==> config.mk <==
export PLATFORM = sky130hd
export DESIGN_NAME = tick_interval_meter
export DESIGN_NICKNAME = d
export VERILOG_FILES = /design/src/rtl/tick_interval_meter.sv
export SDC_FILE = /design/constraint.sdc
export NUM_CORES = 1
export LEC_CHECK = 0
export ABC_CLOCK_PERIOD_IN_PS = 3300
export CAP_MARGIN = 25
export CORE_ASPECT_RATIO = 0.5
export CORE_MARGIN = 2
export CORE_UTILIZATION = 45
export DETAILED_ROUTE_END_ITERATION = 10
export GPL_TIMING_DRIVEN = 0
export PLACE_DENSITY = 0.71
export SLEW_MARGIN = 15
export SYNTH_ARGS = -nofsm -noshare
export SYNTH_HDL_FRONTEND = slang
export SYNTH_SLANG_ARGS = --single-unit
==> constraint.sdc <==
create_clock -name clock -period 3.3 [get_ports clock]
set_input_delay 0.66 -clock clock [delete_from_list [all_inputs] [get_ports clock]]
set_output_delay 0.66 -clock clock [all_outputs]
set_load 0.03 [all_outputs]
==> src/rtl/tick_interval_meter.sv <==
// Start/stop elapsed-time meter counting timebase tick pulses, result on valid/ack.
// Define TICK_METER_BCD_EN to make count_out a packed BCD counter (COUNT_W/4 digits).
module tick_interval_meter #(
  parameter int COUNT_W = 16
) (
  input  logic               clock,
  input  logic               reset,
  input  logic               tick,
  input  logic               start,
  input  logic               stop,
  input  logic               clear,
  input  logic               result_ack,
  output logic               running,
  output logic               result_valid,
  output logic               overflow,
  output logic [COUNT_W-1:0] count_out
);

  localparam logic [1:0] IDLE = 2'd0;
  localparam logic [1:0] RUN  = 2'd1;
  localparam logic [1:0] DONE = 2'd2;

  logic [1:0]         state;
  logic               at_max;
  logic [COUNT_W-1:0] count_inc;

`ifdef TICK_METER_BCD_EN
  localparam int DIGITS = COUNT_W / 4;

  logic carry;

  // Ripple a +1 through the decimal digits; at_max means every digit is 9.
  always_comb begin
    count_inc = count_out;
    carry     = 1'b1;
    at_max    = 1'b1;
    for (int d = 0; d < DIGITS; d++) begin
      if (count_out[4*d +: 4] != 4'd9) at_max = 1'b0;
      if (carry) begin
        if (count_out[4*d +: 4] == 4'd9) begin
          count_inc[4*d +: 4] = 4'd0;
        end else begin
          count_inc[4*d +: 4] = count_out[4*d +: 4] + 4'd1;
          carry = 1'b0;
        end
      end
    end
  end
`else
  localparam logic [COUNT_W-1:0] ONE = 1;

  assign count_inc = count_out + ONE;
  assign at_max    = &count_out;
`endif

  always_ff @(posedge clock) begin
    if (!reset || clear) begin
      state        <= IDLE;
      running      <= 1'b0;
      result_valid <= 1'b0;
      overflow     <= 1'b0;
      count_out    <= '0;
    end else begin
      unique case (state)
        IDLE: begin
          if (start) begin
            state     <= RUN;
            running   <= 1'b1;
            count_out <= '0;
            overflow  <= 1'b0;
          end
        end
        RUN: begin
          if (start) begin
            count_out <= '0;
            overflow  <= 1'b0;
          end else begin
            // Saturate instead of wrapping; the stop-cycle tick still counts.
            if (tick) begin
              if (at_max) overflow  <= 1'b1;
              else        count_out <= count_inc;
            end
            if (stop) begin
              state        <= DONE;
              running      <= 1'b0;
              result_valid <= 1'b1;
            end
          end
        end
        DONE: begin
          if (result_ack) begin
            state        <= IDLE;
            result_valid <= 1'b0;
          end
        end
        default: begin
          state        <= IDLE;
          running      <= 1'b0;
          result_valid <= 1'b0;
        end
      endcase
    end
  end

endmodule
Word level (Yosys, flattened, before mapping)
Cells that the tools add are included.
Operators by class
  $add $sub $neg: 1
  eq/ne operators: 9
  multiplexer cells: 23
  bitwise logic cells: 2
  reduce and logical (&&, ||, !) cells: 10
Operator list (number)
  two-way mux 16 bit: 4
  case mux 16 bit (2 select lines): 1
  AND reduction 4 bit: 5
  adder 16 x 1 -> 16 bit (second input constant): 1
  AND reduction 16 bit: 1
  two-way mux 1 bit: 10
  != test 3 bit (second input constant): 3
  two-way mux 2 bit: 4
  != test 2 bit (second input constant): 4
  case mux 1 bit (3 select lines): 2
  case mux 2 bit (3 select lines): 1
  == test 2 x 1 -> 1 bit (second input constant): 1
  == test 2 bit (second input constant): 1
  zero test 2 bit: 1
  inverter 1 bit: 2
  case mux 1 bit (2 select lines): 1
  nonzero test 2 bit: 1
  zero test 1 bit: 1
  logical OR 1 bit: 1
Word-level totals
  flip-flop bits (word level): 21
  input port bits: 7
  output and inout port bits: 19
  logic and storage cells: 50

Depth between registers and ports, before layout
Gate-level depths: netlist (run 1).
  word-level depth: 5
  mapped depth: 6
  gate-level depth less buffers: 5

Worst setup path after synthesis (run 1)
Ideal clock, no wire load.
  path kind: register to register
  start: register count_out[0]
  end: register count_out[14]
  library setup time: 0.074 ns
  data arrival time: 1.809 ns
  data required time: 3.226 ns
  slack: 1.417 ns
  stages on the path, launching flop included: 6
  path buffers: 0
  clock period less this slack: 1.883 ns
  path through: dfxtp_1 > ha_1 > and3_1 > nand4_2 > or4b_1 > a31oi_1
On the way
  longest elaborated chain between the ends: 5
  elaborated cells between the ends (all ways): 8
  classes of those cells: add/sub (1); eq/ne (1); mux (4); reduce/logical (2)
Ends and longest elaborated chain
  from (decl): line 16  | output logic [COUNT_W-1:0] count_out
  from (signal assigned): line 81  | else count_out <= count_inc;
  adder 16 x 1 -> 16 bit: line 52  | assign count_inc = count_out + ONE;
  two-way mux 16 bit: line 80  | if (at_max) overflow <= 1'b1;
  two-way mux 16 bit: line 79  | if (tick) begin
  two-way mux 16 bit: line 74  | if (start) begin
  case mux 16 bit (2 select lines): line 64  | unique case (state)
Several ways; a longest one is shown, not always the timed one. The select of a mux whose other input is x is not followed.
A chain may end at the register's enable or synchronous reset.

Final worst setup path (run 1)
  start: input port start
  end: register count_out[4]
On the way
  longest elaborated chain between the ends: 2
  elaborated cells between the ends (all ways): 6
  classes of those cells: eq/ne (3); mux (2); reduce/logical (1)
Ends and longest elaborated chain
  from (decl): line 9  | input logic start,
  != test 3 bit (no line) (tied with other cells)
  AND reduction 4 bit (no line) or case mux 16 bit (2 select lines) (tied branches)
Several ways; a longest one is shown, not always the timed one.

==> results of run 1 <==
## cell families after synthesis
group	synth area share (%)
AOI/OAI and AO/OA	21.9
muxes	0.868
buffers and inverters	3.95
and+or+nand+nor	39.9
DFF	32.4
adders and majority gates	0.964
## registers in the layout, summed over array words and instances, names as in the netlist
signal        flops
count_out        16
overflow          1
result_valid      1
running           1
state             2
## layer usage
layer / track usage, % / part of all wire [%] / vias to the layer above
met5: 0 / 0 / -
met3: 6.03 / 7.6 / 2
met2: 32.3 / 45 / 41
met1: 30.5 / 47 / 623
met4: 5.42 / 0.69 / 0
li1: - / - / 647
## cell usage after synthesis (all sizes together), types with 3 or more instances
master  number
or4b         3
nand2       17
or4          9
nor4         3
buf          3
nor2         5
o211ai      12
and3         3
nand4       14
or3          4
o21ai        5
dfxtp       21
inv          3
nand3        7
a21oi        5
clkbuf       5
or2          3
## stage by stage
stage                     power, mW  cells  util [%]
final                         0.482    214      61.4
after global routing          0.499    214      61.4
after CTS                     0.481    214      61.4
after detailed placement      0.307    210      59.8
after global placement        0.306    210      59.8
after floorplan               0.288    148         -
## area by class of cell
| cell class | count | area, sq um |
|---|---|---|
| Fill cell | 239 | 1030 |
| Clock buffer | 4 | 45.0 |
| Buffer | 8 | 40.0 |
| Multi-Input combinational cell | 116 | 826 |
| Tap cell | 37 | 46.3 |
| Inverter | 3 | 11.3 |
| Timing Repair Buffer | 25 | 250 |
| Sequential cell | 21 | 420 |
## path summary, 6_finish.rpt
path	from	endpoint	slack (ns)	cells past startpoint
max	start	count_out[4]$_SDFFE_PP0P_	1.06	5
max reg2reg	count_out[0]$_SDFFE_PP0P_	count_out[5]$_SDFFE_PP0P_	1.27	5
min	overflow$_SDFFE_PP0P_	overflow$_SDFFE_PP0P_	0.47	1
min reg2reg	overflow$_SDFFE_PP0P_	overflow$_SDFFE_PP0P_	0.47	1
## where the power goes
part	internal [mW]	switching (mW)
registers	0.255	0.00186
logic	0.0171	0.0272
clock network	0.0864	0.0946
total	0.358	0.124
## worst reg2reg max path, stage by stage (launching register included)
cell      delay, ns
dfxtp_1        0.38
ha_1           0.22
nand3_2        0.18
o41ai_2        0.83
or4_1          0.22
o211ai_2       0.09
==> results.yml, run 1 <==
yosys:
  synthCells: 148
  synth_cell_type_count: 46
  postSynthAreaPerCell_sq_um: 8.77
  yosys.area.top_type: "dfxtp_1"
  synthArstFlopShare_pct: 0
  synth_fp_nets: 156
  netlist.area_leader.share_pct: 32.4
  ys_ff_latch: 21
  netlist_area_sq_um: 1300
  synth_edf_count: 0
  synth_seq_area_share_pct: 32.4
  ys_warn_count: 0
  synth_area_leaders: "dfxtp_1 32%, o211ai_2 8.7%, nand4_1 5.8%, or4_1 5.2%, nand2_1 4.9%"
  synth_flop_cell: "dfxtp_1"
placement:
  dp_hpwl_mm: 2.42
  portBuffers: 25
  place_ws_ns: 0.797
  placed_cell_area_sq_um: 1590
  gp_congestion: 0.925
sta:
  fin_setup_tns_ns: 0
  fin_crit_sh_pct: 68.0
  skew_ns: 0.00340
  min_period_ns: 2.24
  max_slew_margin_pct: 45.1
  hold_slack_ns: 0.473
  tightest_slew_ns: 0.815
  fmax_mhz: 446
  finalSetupViolCount: 0
  slew_viol_final: 0
  hold_viol_final: 0
  setup_ws_ns: 1.06
  rsz0062_at_grt: "no"
setup_path:
  required_ns: 3.50
  path_class: "in -> reg"
  arrival_ns: 2.45
  crit_buf_inv: 2
  cpMaxStageDelayCell: "clkdlybuf4s50_1"
  cpPeakStageDelay_ns: 0.51
  crit_path_max_fanout: 10
  crit_family: "buffers and inverters"
  cp_cell_sequence: "clkdlybuf4s50_1, nor3b_2, clkbuf_1, nand4_1, o211ai_2"
  cp-end-kind: "register"
  start_kind: "input pin"
finish:
  drive_above_1_share_pct: 14.1
  diodes: 0
  synthToLayoutAreaGrowth_pct: 26.3
  fin_nets: 186
  final_area_sq_um: 1640
  final_cell_mix: "25 x clkdlybuf4s50_1, 21 x dfxtp_1, 17 x nand2_1, 12 x nand4_1"
  mostFrequentLayoutCell: "clkdlybuf4s50_1"
floorplanning:
  die_w_um: 79.9
  fp-row-count: 13
  initial_core_util_pct: 48.6
  ios: 26
  core_area_sq_um: 2670
  die_height_um: 42.0
  die-area_sq_um: 3360
clock_tree:
  cts.clk_slew.worst_paths_ns: 0.09
  ctsHoldBuffers: 0
  clock_sinks: 21
  cts_tree: "built"
  clock_latency_ns: 0.27
  clk_path_buf_depth: 2
  h-tree-depth: 1
  cts_buffers: 3
  cts_setup_buffers: 0
  ctsResizeCount: 0
  cts_root_buf: "clkbuf_8"
detailed_routing:
  vias_per_cell: 6.14
  via_count: 1313
  drt_iter0_drc: 121
  wirelength_mm: 3.35
  wire_per_inst_um: 15.6
  firstDrtPassIters: 4
  drtAntennaViolNets: 0
  drc: 0
grt:
  grt_max_degree: 12
  track_usage_pct: 21.5
  grt_pass1_vias: 1131
  grt-ovfl-total: 0
  grt_pass1_wl_mm: 5.58
  antenna_found_initial: 0
pwr:
  ir_drop_v: 0.000148
  p_per_area_nw_per_um2: 294
  leakage_nw: 0.539
min_path:
  hp-class: "reg -> reg"
run:
  maxCapViolCount: 0
run_status:
  status: "finished clean"
Power figures use the tool's default switching activity.
==> run 2, diff against run 1 <==
--- a/config.mk
+++ b/config.mk
@@ -5,14 +5,14 @@
 export SDC_FILE = /design/constraint.sdc
 export NUM_CORES = 1
 export LEC_CHECK = 0
-export ABC_CLOCK_PERIOD_IN_PS = 3300
+export ABC_CLOCK_PERIOD_IN_PS = 1800
 export CAP_MARGIN = 25
 export CORE_ASPECT_RATIO = 0.5
 export CORE_MARGIN = 2
 export CORE_UTILIZATION = 45
 export DETAILED_ROUTE_END_ITERATION = 10
 export GPL_TIMING_DRIVEN = 0
-export PLACE_DENSITY = 0.71
+export PLACE_DENSITY = 0.74
 export SLEW_MARGIN = 15
 export SYNTH_ARGS = -nofsm -noshare
 export SYNTH_HDL_FRONTEND = slang
==> constraint.sdc (replaced) <==
create_clock -name clock -period 1.8 [get_ports clock]
set_input_delay 0.36 -clock clock [delete_from_list [all_inputs] [get_ports clock]]
set_output_delay 0.36 -clock clock [all_outputs]
set_load 0.03 [all_outputs]
==> run 2 against run 1 <==
Global-route usage up 0.50 points. Sequential power grew 83%. Clock power grew 78%. Combinational power increased by 86%. Largest cell class unchanged. Largest power group unchanged.
==> results.yml, run 2 (same netlist as run 1, synthesis figures left out) <==
finish:
  largest_register: "count_out"
  synthToLayoutAreaGrowth_pct: 35.2
  reg.largest.list: "count_out: 16 flops, state: 2 flops"
  mostFrequentLayoutCell: "nand2_1"
  multi_input_area_sq_um: 887
  final_cell_mix: "17 x nand2_1, 15 x dfxtp_1, 12 x nand4_1, 12 x clkdlybuf4s50_1"
  fin_nets: 190
  nFillCells: 250
  final_core_util_pct: 65.8
  largest_reg_flops: 16
  drive_above_1_share_pct: 25.4
  diodes: 0
  seqCellArea_sq_um: 430
min_path:
  hp-class: "reg -> reg"
  holdPathStages: 1
floorplanning:
  die_w_um: 79.9
  initial_core_util_pct: 48.6
  ios: 26
  die_height_um: 42.0
  fp-row-count: 13
  die-area_sq_um: 3360
  core_area_sq_um: 2670
detailed_routing:
  via_count: 1364
  wire_per_inst_um: 16.4
  drtAntennaViolNets: 0
  firstDrtPassIters: 5
  drc: 0
  vias_per_cell: 6.26
  drt_iter0_drc: 142
  wirelength_mm: 3.58
grt:
  antenna_found_initial: 0
  grt-ovfl-total: 0
  grt_max_degree: 12
  track_usage_pct: 22.0
  grt_pass1_vias: 1149
  grt_pass1_wl_mm: 5.74
setup_path:
  start_kind: "register"
  required_ns: 2.00
  cp-end-kind: "register"
  r2r_cells: 6
  r2r_slack_ns: 0.03
  path_class: "reg -> reg"
  arrival_ns: 1.97
  crit_path_max_fanout: 10
run:
  maxCapViolCount: 0
placement:
  portBuffers: 25
  dp_hpwl_mm: 2.44
  gp_congestion: 0.887
run_status:
  status: "finished clean"
clock_tree:
  ctsHoldBuffers: 0
  clock_sinks: 21
  cts_root_buf: "clkbuf_8"
  clk_path_buf_depth: 2
  clock_latency_ns: 0.27
  cts_tree: "built"
  cts_buffers: 3
  h-tree-depth: 1
  cts.clk_slew.worst_paths_ns: 0.08
sta:
  hold_viol_final: 0
  slew_viol_final: 0
  skew_ns: 0.00454
  min_period_ns: 1.77
  max_slew_margin_pct: 65.9
  tightest_slew_ns: 0.510
  finalSetupViolCount: 0
  fmax_mhz: 565
  rsz0062_at_grt: "yes"
  fin_crit_sh_pct: 98.4
pwr:
  ir_drop_v: 0.000404
  p_per_area_nw_per_um2: 498
  leakage_nw: 0.736
  p_total_mw: 0.874
-- run 2: stage by stage --
step / cell area, sq um / setup TNS (ns) / worst slack [ns] / cells / hold WS, ns
6_report: 1750 / 0 / 0.0295 / 218 / 0.487
5_1_grt: 1750 / -0.275 / -0.0383 / 218 / 0.500
4_1_cts: 1670 / 0 / 0.0000375 / 216 / 0.485
3_5_place_dp: 1600 / -5.28 / -0.375 / 210 / 0.460
3_3_place_gp: 1600 / -4.84 / -0.340 / 210 / 0.469
2_1_floorplan: 1300 / 0 / 0.0169 / 148 / 0.508
-- run 2: report_power, final --
part,leakage (nW),internal [mW],switching [mW]
Clock,0.0228,0.158,0.163
Combinational,0.540,0.0314,0.0510
Sequential,0.173,0.466,0.00364
Total,0.736,0.656,0.218
-- run 2: repair_timing --
item                       CTS  global route
resized for setup           10            23
cloned                       0             0
pin swaps                    2             2
buffers inserted             2             2
setup endpoints to repair   19            22
-- run 2: area by class of cell --
type / instances / share of cell area (%)
Sequential cell: 21 / 24.5
Buffer: 8 / 2.50
Multi-Input combinational cell: 116 / 50.6
Clock buffer: 4 / 2.57
Inverter: 3 / 0.642
Tap cell: 37 / 2.64
Timing Repair Buffer: 29 / 16.5
-- run 2: worst paths after layout --
kind | startpoint | end
max | state[1]$_SDFFE_PP0P_ | count_out[11]$_SDFFE_PP0P_
min | overflow$_SDFFE_PP0P_ | overflow$_SDFFE_PP0P_
min reg2reg | overflow$_SDFFE_PP0P_ | overflow$_SDFFE_PP0P_
max reg2reg | state[1]$_SDFFE_PP0P_ | count_out[11]$_SDFFE_PP0P_
-- run 2: critical path: stages (launching register included) --
cell and delay (ns):
dfxtp_1 0.30, clkbuf_1 0.18, and4bb_2 0.40, o41ai_4 0.09, buf_4 0.18, or4_1 0.48
o211ai_2 0.08
-- run 2: metal layers --
layer	GRT usage (%)	vias to the layer above	routed length, um
li1	-	654	-
met1	31.9	658	1640
met2	32.5	48	1630
met3	5.39	4	278
met4	6.10	0	34
met5	0	-	0
